**config.mk**
```make
export PLATFORM = sky130hd
export DESIGN_NAME = uart_tx
export DESIGN_NICKNAME = d
export VERILOG_FILES = /design/src/rtl/uart_tx.sv
export SDC_FILE = /design/constraint.sdc
export NUM_CORES = 1
export LEC_CHECK = 0
export BUFFER_PORTS_ARGS = -buffer_cell sky130_fd_sc_hd__buf_4
export CAP_MARGIN = 20
export CORE_UTILIZATION = 55
export CTS_CLUSTER_SIZE = 24
export DETAILED_ROUTE_END_ITERATION = 8
export PLACE_DENSITY_LB_ADDON = 0.12
export SYNTH_ARGS = -nofsm -noshare
export SYNTH_HDL_FRONTEND = slang
export SYNTH_SLANG_ARGS = --single-unit
```
**constraint.sdc**
```tcl
create_clock -name clk -period 4.4 [get_ports clk]
set_input_delay 0.88 -clock clk [delete_from_list [all_inputs] [get_ports clk]]
set_output_delay 0.88 -clock clk [all_outputs]
set_load 0.02 [all_outputs]
```
**src/rtl/uart_tx.sv**
```systemverilog
// uart_tx: 8N1 UART transmitter, one frame per accepted request, BAUD_DIV clk cycles per bit.
module uart_tx #(
    parameter int BAUD_DIV = 5208
) (
    input  logic       clk,
    input  logic       reset,
    input  logic       transmit,
    input  logic [7:0] TxData,
    output logic       TxD,
    output logic       busy,
    output logic       done
);
    localparam logic [13:0] LAST = 14'(BAUD_DIV - 1);

    typedef enum logic {IDLE, SEND} state_t;

    state_t      state_q;
    logic [9:0]  shift_q;
    logic [3:0]  bit_q;
    logic [13:0] baud_q;
    logic        tx_q, busy_q, done_q;

    assign TxD  = tx_q;
    assign busy = busy_q;
    assign done = done_q;

    always_ff @(posedge clk or negedge reset) begin
        if (!reset) begin
            state_q <= IDLE;
            shift_q <= '1;
            bit_q   <= '0;
            baud_q  <= '0;
            tx_q    <= 1'b1;
            busy_q  <= 1'b0;
            done_q  <= 1'b0;
        end else begin
            done_q <= 1'b0;
            case (state_q)
                IDLE: begin
                    tx_q <= 1'b1;
                    if (transmit) begin
                        state_q <= SEND;
                        shift_q <= {1'b1, TxData, 1'b0};
                        bit_q   <= '0;
                        baud_q  <= '0;
                        tx_q    <= 1'b0;
                        busy_q  <= 1'b1;
                    end
                end
                SEND: begin
                    if (baud_q == LAST) begin
                        baud_q  <= '0;
                        shift_q <= {1'b1, shift_q[9:1]};
                        // TxD follows the bit that becomes shift_q[0] after this shift
                        tx_q    <= shift_q[1];
                        if (bit_q == 4'd9) begin
                            state_q <= IDLE;
                            busy_q  <= 1'b0;
                            done_q  <= 1'b1;
                        end else begin
                            bit_q <= bit_q + 4'd1;
                        end
                    end else begin
                        baud_q <= baud_q + 14'd1;
                    end
                end
                default: state_q <= IDLE;
            endcase
        end
    end
endmodule

```
==> qor.log <==
[floorplanning] Ports 14
[synthesis] library cells used by synthesis 46
[sta] transition at the pin with the smallest max-transition slack 0.7451 ns
[sta] Period Utilization, post-route 52.44%
[pwr] post-route total power 818.7 uW
[sta] maximum frequency from static timing analysis 433.4 MHz
[setup_path] flop2flop setup slack 2.09 ns
[sta] RSZ-0062 raised after global routing false
[floorplanning] Core Area 2853 um^2
[drt] detailed router's first-iteration violation count 80
[place] area of placed instances 1808 um^2
[drt] Avg Vias per Cell 6.430
[layout] layout-stage area growth over the synthesis result 8.242%
[synthesis] post-synthesis average cell area 9.530 um^2
[pwr] Leakage Power 0.7947 nW
[place] PortBufs 13
[setup_path] worst-case reg-to-reg path depth 4
[setup_path] end of the worst register-to-register path bit_q[3]$_DFFE_PN0P_
[place] detailed placement HPWL 2455 um
[global_routing] wire length of the first global-routing pass 6299 um
[clocking] cts-stage hold buffer count 0
[floorplanning] Horiz. Die Dim 57.85 um
[drt] number of nets still failing antenna checks after routing 0
[setup_path] max incr delay on CP 0.65 ns
[setup_path] buffering stage count on the worst path with inverters included 0
[setup_path] Setup crit start kind flop
[pwr] pwr/cell area 440.9 nW/um^2
[drt] Total Routed Length 3620 um
[layout] Antenna Cells 0
[setup_path] Worst Setup Path Type reg -> reg
[setup_path] required time of the worst setup path 4.67 ns
[flow_run] max-cap violations 0
[worst_hold_path] type of the worst min-delay path in -> async
[synthesis] Syn. warnings 0
[drt] wire length per cell after detailed routing 16.23 um
[global_routing] grt total ovfl 0
[clocking] total CTS buffers 5
[layout] area of all placed cells without fillers 1857 um^2
[floorplanning] Die Footprint 3346 um^2
[clocking] Worst-path clk slew 0.11 ns
[synthesis] share of flip-flops with an asynchronous set or reset after synthesis 100.0%
[sta] Clock Skews 0.01805 ns
[global_routing] number of global-route vias before repair 1,391
[drt] DRC violation count after routing 0
[sta] aggregate negative setup slack 0 ns
[clocking] number of clock sinks 30
[setup_path] Worst Path Max Fanout 14
[synthesis] part of the Yosys area used for sequential elements 44.42%
[floorplanning] die span in y 57.85 um
[sta] worst relative slew slack 50.33%
[global_routing] initial antenna violation count 0
[setup_path] launch instance of the worst register-to-register path baud_q[9]$_DFFE_PN0P_
[drt] router iterations before antenna repair 4
[layout] storage element area 762.0 um^2
[sta] Hold WS 0.4417 ns
[floorplanning] initial cell density of the core 60.13%
[synthesis] ys flop type sky130_fd_sc_hd__dfrtp_1
[layout] leading cell types in the layout, fill and taps excluded sky130_fd_sc_hd__nand2_1, sky130_fd_sc_hd__dfrtp_1, sky130_fd_sc_hd__a31oi_1
[drt] total number of vias 1,434
[global_routing] largest net degree at the start of global routing 31
[setup_path] critical path cell sequence nor4b_1 > nand4_1 > or4_1 > nand3_1
[clocking] maximum level of the CTS H-tree 2
[sta] Slew Limit Fails 0
[outcome] outcome completed
[floorplanning] Rows 19
[synthesis] area of the mapped netlist 1715 um^2
[sta] Tmin final 2.307 ns
[global_routing] GRT Resource Usage Total 25.32%
[synthesis] post-synth net total 194
[clocking] buffers inserted during post-CTS setup optimization 0
[setup_path] category of the worst setup path capture point flop
[layout] count of filler cells inserted in the layout 242
[clocking] deepest clock path buffer count 2
[layout] nets 205
[setup_path] library cell contributing the largest single delay on the critical path sky130_fd_sc_hd__or4_1
[clocking] post_cts resized 0
[sta] hold violation total from the final report 0
[pwr] Worst VDD drop 0.2302 mV
[place] GP Congestion 0.8246
[setup_path] Arrival @ worst endpoint 2.58 ns
[setup_path] category of cells accounting for the largest share of critical-path delay simple AND/OR/NAND/NOR gates
[synthesis] gate count after technology mapping 180
[synthesis] flops & latches, synth 30
[layout] fraction of final layout cells sized beyond drive strength 1 21.35%
[clocking] cell at the root of the clock tree sky130_fd_sc_hd__clkbuf_4
[synthesis] number of enable flip-flop cells after synthesis 0
[layout] multi-input logic area 883.3 um^2
[clocking] clock latency on the worst-skew pair 0.35 ns
[clocking] TritonCTS clock tree done
[sta] final count of negative-setup-slack endpoints 0
[layout] most common library cell in the layout ignoring fill and taps sky130_fd_sc_hd__nand2_1
[synthesized netlist by cell type (2+ instances only)]
library cell | number | area, um^2
sky130_fd_sc_hd__or3_2 | 2 | 15.01
sky130_fd_sc_hd__nor3_1 | 2 | 10.01
sky130_fd_sc_hd__a31oi_1 | 17 | 106.4
sky130_fd_sc_hd__or2_2 | 2 | 12.51
sky130_fd_sc_hd__ha_1 | 3 | 37.54
sky130_fd_sc_hd__nor2b_1 | 7 | 43.79
sky130_fd_sc_hd__dfrtp_1 | 21 | 525.5
sky130_fd_sc_hd__a311o_1 | 2 | 20.02
sky130_fd_sc_hd__buf_2 | 2 | 10.01
sky130_fd_sc_hd__clkbuf_1 | 6 | 22.52
sky130_fd_sc_hd__or4b_4 | 2 | 27.53
sky130_fd_sc_hd__inv_1 | 4 | 15.01
sky130_fd_sc_hd__nor4b_1 | 4 | 35.03
sky130_fd_sc_hd__a22o_1 | 2 | 17.52
sky130_fd_sc_hd__o21ai_0 | 7 | 35.03
sky130_fd_sc_hd__a21oi_1 | 8 | 40.04
sky130_fd_sc_hd__a21o_2 | 2 | 17.52
sky130_fd_sc_hd__nand3_1 | 6 | 30.03
sky130_fd_sc_hd__a41oi_1 | 4 | 35.03
sky130_fd_sc_hd__nor2_1 | 8 | 30.03
sky130_fd_sc_hd__dfstp_2 | 9 | 236.5
sky130_fd_sc_hd__nand4_1 | 7 | 43.79
sky130_fd_sc_hd__nand2_1 | 25 | 93.84
sky130_fd_sc_hd__a211oi_1 | 6 | 45.04
[cell type report]
cell class	count	share of cell area (%)
repair buffers	14	5.660
multi-input cells	135	47.57
clock buffers	8	2.628
flip-flops and latches	30	41.04
well taps	31	2.089
inverters	5	1.011
[worst max-delay path by stage]
stage / slack (ns) / start / end / cells after the start
after detailed placement: 2.12 / baud_q[9]$_DFFE_PN0P_ / bit_q[3]$_DFFE_PN0P_ / 4
after global placement: 2.17 / baud_q[9]$_DFFE_PN0P_ / bit_q[3]$_DFFE_PN0P_ / 4
final: 2.09 / baud_q[9]$_DFFE_PN0P_ / bit_q[3]$_DFFE_PN0P_ / 4
after floorplan: 2.48 / baud_q[9]$_DFFE_PN0P_ / baud_q[13]$_DFFE_PN0P_ / 5
after global routing: 1.85 / baud_q[9]$_DFFE_PN0P_ / bit_q[3]$_DFFE_PN0P_ / 4
after CTS: 2.09 / baud_q[9]$_DFFE_PN0P_ / bit_q[3]$_DFFE_PN0P_ / 4
[report_power, final]
group          leakage [nW]  internal (mW)  switching (mW)
clock                0.0265         0.0636          0.0985
sequential            0.347          0.352           0.104
combinational         0.422         0.0969           0.103
[flip-flops by register name (all words and copies together), names as in the netlist]
| signal | count |
|---|---|
| done | 1 |
| busy | 1 |
| TxD | 1 |
| state_q | 1 |
| baud_q | 14 |
| bit_q | 4 |
| shift_q | 8 |
[layer usage]
layer	up-vias	share of wire [%]	routed length, um	GRT usage [%]
met5	-	0	0	0
met4	0	1.3	47	14.97
met3	7	3.8	136	4.688
met2	31	48	1720	40.07
met1	696	47	1716	32.50
li1	700	-	-	-
[kinds of logic (layout without fill, tap and decap cells)]
logic type | after synthesis | count (layout) | share of synthesized area, %
adders and majority gates | 3 | 3 | 2.188
muxes | 1 | 1 | 0.5835
buffers and inverters | 15 | 27 | 4.084
and+or+nand+nor | 74 | 74 | 24.58
xor gates and xnor gates | 1 | 1 | 0.5107
DFF | 30 | 30 | 44.42
AOI/OAI and AO/OA | 56 | 56 | 23.63
[worst register-to-register path, delay by kind of cell, from the launching register on]
kind / cells / cell delay [ns]
DFF: 1 / 0.49
and+or+nand+nor: 4 / 1.75
[per-stage QoR]
step                worst slack, ns  util, %  std cells
floorplan                     2.477        -        180
global placement              2.172    63.38        215
detailed placement            2.123    63.38        215
CTS                           2.092    65.09        223
global route                  1.852    65.09        223
finish                        2.093    65.09        223
Power figures use the tool's default switching activity.
